$ cat src/rtl/aes_sched_pkg.sv
// Shared types and defaults for the AES pipeline issue scheduler.
// A result-buffer entry packs the requester id above the ciphertext.
package aes_sched_pkg;

    localparam int BLK_W         = 128;
    localparam int LAT_DEFAULT   = 11;
    localparam int DEPTH_DEFAULT = 16;

    typedef logic req_id_t;

    typedef struct packed {
        logic    valid;
        req_id_t id;
    } tag_t;

    function automatic logic [BLK_W:0] pack_entry(input logic [BLK_W-1:0] data,
                                                  input req_id_t id);
        return {id, data};
    endfunction

endpackage

$ cat src/rtl/aes_sched_fifo.sv
// In-order result FIFO with registered outputs; a pushed entry becomes visible
// on the edge after it is written. occ counts every stored entry, including the one on display.
module aes_sched_fifo
    import aes_sched_pkg::*;
#(
    parameter int DEPTH = DEPTH_DEFAULT,
    localparam int W    = BLK_W + 1,
    localparam int CW   = $clog2(DEPTH + 1),
    localparam int PW   = (DEPTH > 1) ? $clog2(DEPTH) : 1
) (
    input  logic          clk,
    input  logic          rst_n,
    input  logic          push,
    input  logic [W-1:0]  push_data,
    input  logic          out_ready,
    output logic          out_valid,
    output logic [W-1:0]  out_data,
    output logic [CW-1:0] occ
);

    logic [W-1:0]  mem_q [DEPTH];
    logic [PW-1:0] wr_ptr_q, wr_ptr_d;
    logic [PW-1:0] rd_ptr_q, rd_ptr_d;
    logic [CW-1:0] occ_q, occ_d;
    logic          out_valid_q, out_valid_d;
    logic [W-1:0]  out_data_q, out_data_d;
    logic          pop;

    function automatic logic [PW-1:0] ptr_inc(input logic [PW-1:0] p);
        return (p == PW'(DEPTH - 1)) ? '0 : p + 1'b1;
    endfunction

    // The output register only sees entries already in memory before this edge.
    always_comb begin
        pop         = out_valid_q && out_ready;
        wr_ptr_d    = push ? ptr_inc(wr_ptr_q) : wr_ptr_q;
        rd_ptr_d    = pop  ? ptr_inc(rd_ptr_q) : rd_ptr_q;
        occ_d       = occ_q + CW'(push) - CW'(pop);
        out_valid_d = (occ_q - CW'(pop)) != '0;
        out_data_d  = out_valid_d ? mem_q[rd_ptr_d] : out_data_q;
    end

    always_ff @(posedge clk or negedge rst_n) begin
        if (!rst_n) begin
            wr_ptr_q    <= '0;
            rd_ptr_q    <= '0;
            occ_q       <= '0;
            out_valid_q <= 1'b0;
            out_data_q  <= '0;
        end else begin
            wr_ptr_q    <= wr_ptr_d;
            rd_ptr_q    <= rd_ptr_d;
            occ_q       <= occ_d;
            out_valid_q <= out_valid_d;
            out_data_q  <= out_data_d;
        end
    end

    always_ff @(posedge clk) begin
        if (push) begin
            mem_q[wr_ptr_q] <= push_data;
        end
    end

    assign out_valid = out_valid_q;
    assign out_data  = out_data_q;
    assign occ       = occ_q;

endmodule

$ cat src/rtl/aes_pipe_sched.sv
// Round-robin issue scheduler and credit-guarded result buffer for the AES-128 core.
// Optional performance counters are enabled with `define AES_SCHED_PERF_EN.
module aes_pipe_sched
    import aes_sched_pkg::*;
#(
    parameter int LAT   = LAT_DEFAULT,
    parameter int DEPTH = DEPTH_DEFAULT
) (
    input  logic             clk,
    input  logic             rst_n,
    input  logic             req0_valid,
    output logic             req0_ready,
    input  logic [BLK_W-1:0] req0_data,
    input  logic [BLK_W-1:0] req0_key,
    input  logic             req1_valid,
    output logic             req1_ready,
    input  logic [BLK_W-1:0] req1_data,
    input  logic [BLK_W-1:0] req1_key,
    output logic [BLK_W-1:0] core_data_in,
    output logic [BLK_W-1:0] core_key,
    input  logic [BLK_W-1:0] core_data_out,
    output logic             out_valid,
    input  logic             out_ready,
    output logic [BLK_W-1:0] out_data,
    output req_id_t          out_id
`ifdef AES_SCHED_PERF_EN
    ,
    output logic [31:0]      perf_issued,
    output logic [31:0]      perf_stall
`endif
);

    localparam int CW = $clog2(DEPTH + 1);

    logic             run_q, run_d;
    logic             last_q, last_d;
    logic [BLK_W-1:0] data_q, data_d;
    logic [BLK_W-1:0] key_q, key_d;
    tag_t             tag_q [LAT+1];
    tag_t             tag_d [LAT+1];
    logic [CW-1:0]    inflight_q, inflight_d;
    logic [CW-1:0]    fifo_occ;
    logic [CW:0]      credit_sum;
    logic             credit_ok;
    logic             accept0, accept1, accept;
    tag_t             exit_tag;
    logic [BLK_W:0]   fifo_out;

    // tag_q[0] rides with the issue register; tag_q[LAT] lines up with core_data_out.
    always_comb begin
        run_d      = 1'b1;
        credit_sum = {1'b0, inflight_q} + {1'b0, fifo_occ};
        credit_ok  = credit_sum < (CW+1)'(DEPTH);
        req0_ready = run_q && credit_ok && (!req1_valid || last_q);
        req1_ready = run_q && credit_ok && (!req0_valid || !last_q);
        accept0    = req0_valid && req0_ready;
        accept1    = req1_valid && req1_ready;
        accept     = accept0 || accept1;
        last_d     = accept1 ? 1'b1 : (accept0 ? 1'b0 : last_q);
        data_d     = accept1 ? req1_data : (accept0 ? req0_data : '0);
        key_d      = accept1 ? req1_key  : (accept0 ? req0_key  : '0);
        tag_d[0].valid = accept;
        tag_d[0].id    = accept1;
        for (int i = 1; i <= LAT; i++) begin
            tag_d[i] = tag_q[i-1];
        end
        exit_tag   = tag_q[LAT];
        inflight_d = inflight_q + CW'(accept) - CW'(exit_tag.valid);
    end

    always_ff @(posedge clk or negedge rst_n) begin
        if (!rst_n) begin
            run_q      <= 1'b0;
            last_q     <= 1'b1;
            data_q     <= '0;
            key_q      <= '0;
            inflight_q <= '0;
            for (int i = 0; i <= LAT; i++) begin
                tag_q[i] <= '0;
            end
        end else begin
            run_q      <= run_d;
            last_q     <= last_d;
            data_q     <= data_d;
            key_q      <= key_d;
            inflight_q <= inflight_d;
            tag_q      <= tag_d;
        end
    end

    assign core_data_in = data_q;
    assign core_key     = key_q;

    aes_sched_fifo #(.DEPTH(DEPTH)) u_fifo (
        .clk       (clk),
        .rst_n     (rst_n),
        .push      (exit_tag.valid),
        .push_data (pack_entry(core_data_out, exit_tag.id)),
        .out_ready (out_ready),
        .out_valid (out_valid),
        .out_data  (fifo_out),
        .occ       (fifo_occ)
    );

    assign out_data = fifo_out[BLK_W-1:0];
    assign out_id   = fifo_out[BLK_W];

`ifdef AES_SCHED_PERF_EN
    logic [31:0] perf_issued_q, perf_issued_d;
    logic [31:0] perf_stall_q, perf_stall_d;

    always_comb begin
        perf_issued_d = perf_issued_q + 32'(accept);
        perf_stall_d  = perf_stall_q + 32'((req0_valid || req1_valid) && !credit_ok);
    end

    always_ff @(posedge clk or negedge rst_n) begin
        if (!rst_n) begin
            perf_issued_q <= '0;
            perf_stall_q  <= '0;
        end else begin
            perf_issued_q <= perf_issued_d;
            perf_stall_q  <= perf_stall_d;
        end
    end

    assign perf_issued = perf_issued_q;
    assign perf_stall  = perf_stall_q;
`endif

endmodule

$ cat config.mk
export PLATFORM = sky130hd
export DESIGN_NAME = aes_pipe_sched
export DESIGN_NICKNAME = d
export VERILOG_FILES = /design/src/rtl/aes_sched_pkg.sv /design/src/rtl/aes_sched_fifo.sv /design/src/rtl/aes_pipe_sched.sv
export SDC_FILE = /design/constraint.sdc
export NUM_CORES = 2
export LEC_CHECK = 0
export BUFFER_PORTS_ARGS = -buffer_cell sky130_fd_sc_hd__buf_2
export CAP_MARGIN = 25
export CELL_PAD_IN_SITES_DETAIL_PLACEMENT = 1
export CELL_PAD_IN_SITES_GLOBAL_PLACEMENT = 1
export CORE_MARGIN = 8
export CORE_UTILIZATION = 25
export CTS_BUF_LIST = sky130_fd_sc_hd__clkbuf_4
export DETAILED_ROUTE_END_ITERATION = 8
export PLACE_DENSITY_LB_ADDON = 0.25
export SYNTH_ARGS = -nofsm -noshare
export SYNTH_HDL_FRONTEND = slang
export SYNTH_SLANG_ARGS = --single-unit
$ cat constraint.sdc
create_clock -name clk -period 12.9 [get_ports clk]
set_input_delay 3.225 -clock clk [delete_from_list [all_inputs] [get_ports clk]]
set_output_delay 3.225 -clock clk [all_outputs]
set_load 0.01 [all_outputs]
==> flow_summary.ini <==
[timing]
fin_skew_ns = 0.144
drv_slew = 0
worstMarginPinSlew_ns = 1.20
final.min_clock_period_ns = 7.01
tns_ns = 0
setup_viol = 0
period_share = 0.544
hold_violations = 0
maxClockFrequency_mhz = 143
grt_setup_unrepaired = no
maxSlewHeadroom = 0.197
setup_ws_ns = 5.89

[cts]
cts_max_level = 6
clk_latency_ns = 1.56
clk_pin_slew_ns = 0.06
ctsResizeCount = 0
cts_made_buffers = 711
cts_setup_buffers = 0
ctsLongestPathBuffers = 4
cts_tree = yes
clock-root-buffer = clkbuf_4
cts_hold_repair.buffers = 0
cts.sink_count = 2494

[min_path]
hold_path.class = flop to flop
worstHoldEndpoint = tag_d[17]
hold_start = tag_d[19]
whs_path_depth = 0

[layout]
multi_input_area_um2 = 19800
design_area_um2 = 115000
finalNetCount = 8020
final_util = 0.306
final_common_cell = edfxtp_1
n_fill_cell = 40055
regArea_um2 = 72700
drive_above_1_share = 0.298
layout_common_cells = edfxtp_1, clkbuf_4, buf_2, nand2_1, mux2i_1
area_delta_synth_final_pct = 21.7

[die]
die_w_um = 631
ioPinCount = 1033
die_area_um2 = 398000
die_y_um = 631
row_count = 225
coreArea_um2 = 376000
initial_core_util = 0.251

[placement]
dpl_cell_area_um2 = 105000
hpwl_um = 290000
place.gp.congestion = 1.08
numPortBuffers = 1032
pre_cts_slack_ns = 4.50

[drt]
num_vias = 62748
wl_per_cell_um = 34.2
first_iter_violations = 4292
ant_nets = 0
drcViolationCount = 0
first_pass_iters = 5
vias_per_cell = 4.81
routed_wl_um = 446000

[worst_setup_path]
rrSetupSlack_ns = 7.40
required_ns = 9.68
end_kind = output pin
cp-start-kind = primary input
rr_worst_depth = 13
path_class = primary input to output pin
rr_endpoint = u_fifo.out_data[123]
r2r-start = u_fifo.out_valid
crit_fanout = 2
cp.arrival_ns = 3.79

[grt]
gr-total-overflow = 0
grt_pass1_wl_um = 590000
grt_max_degree = 160
grt_pass1_vias = 64037
gr-usage-all-layers = 0.216
antenna_found_initial = 314

[synthesis]
yosys.area.top_type_share = 0.656
synthArstFlopShare = 0.172
synth_edf_count = 2064
yosysWarnings = 0
yosysSeqAreaShare = 0.770
ys_ff_latch = 2494
synth_cell_types = 60
synth.area.top_cells = edfxtp_1, dfrtp_1, mux2i_1, nand2_1, a22o_1
synth_nets = 6586
synthFlopType = edfxtp_1
synth_cells = 5917
synth.cell_area_um2 = 94500
avgSynthCellArea_um2 = 16.0
yosys.area.top_type = edfxtp_1

[pwr]
pwr_density_cell_nw_per_um2 = 228
p_leak_uw = 0.0430
ir_worst_vdd_mv = 0.250
power_uw = 26200

[status]
status = finished, final reports clean

[run]
max_cap_viol_count = 0
-- where the power goes --
group	switching [uW]	internal, uW
Combinational	6030	2670
Sequential	431	9440
Clock	3600	4050
-- kinds of logic (layout without fill, tap and decap cells) --
family                     Yosys count  after routing  share of synthesized area
DFF                               2494           2494                      0.770
and+or+nand+nor                   1234           1234                     0.0570
AOI/OAI and AO/OA                 1201           1201                     0.0924
muxes                              502            502                     0.0535
buffers and inverters              448           2478                     0.0223
adders and majority gates           24             24                    0.00334
xor gates and xnor gates            13             13                    0.00136
other                                1            108                  0.0000397
-- final cells by class --
type	count	area share
diodes	107	0.00233
clock buffers	1118	0.0730
clock inverters	191	0.00945
inverters	27	0.00118
multi-input cells	2975	0.172
flip-flops and latches	2494	0.633
well taps	4994	0.0544
repair buffers	1142	0.0546
-- routing by layer --
metal / share of wire / global-route usage
met3: 0.060 / 0.0517
met1: 0.43 / 0.273
met4: 0.036 / 0.0709
met5: 0.0010 / 0
met2: 0.48 / 0.362
-- metrics by stage --
stage	cells	hold slack (ns)
floorplan	5917	0.331
global placement	11629	0.333
detailed placement	11631	0.336
CTS	12940	0.313
global route	12993	0.342
finish	13048	0.344
-- synth_stat cells, types with 19 or more instances --
library cell / count
nor2_1: 152
clkbuf_1: 185
ha_1: 22
a211oi_1: 145
a22o_1: 256
o22ai_1: 244
a311oi_1: 124
and3_1: 146
o32ai_1: 122
dfrtp_1: 429
buf_4: 41
a31oi_1: 26
buf_1: 19
buf_2: 169
a21oi_1: 253
edfxtp_1: 2064
mux2i_1: 500
nand2_1: 781
inv_1: 23
nor4_1: 122
-- worst max path at each step --
stage | startpoint | end | slack, ns | cells after the start
CTS | req1_valid | req0_ready | 5.90 | 3
detailed placement | out_ready | u_fifo.out_data[100] | 4.50 | 13
global placement | out_ready | u_fifo.out_data[107] | 4.62 | 14
floorplan | exit_tag[1] | u_fifo.mem_q[0][0] | 2.62 | 3
global route | req1_valid | req0_ready | 5.86 | 3
finish | req1_valid | req0_ready | 5.89 | 3
-- worst max-delay path: stages --
cell and delay [ns]:
buf_2 0.11, a21oi_1 0.15, buf_2 0.29
-- sequential cells by signal, indices dropped and copies added, names as in the netlist --
register and cells:
core_data_in 128, tag_d 22, u_fifo.occ 5, exit_tag 2
u_fifo.mem_q 2064, run_q 1, u_fifo.wr_ptr_q 4, core_key 128
u_fifo.rd_ptr_q 4, last_q 1, u_fifo.out_data 129, u_fifo.out_valid 1
inflight_q 5
No activity file was read; power rests on OpenSTA's default activity.
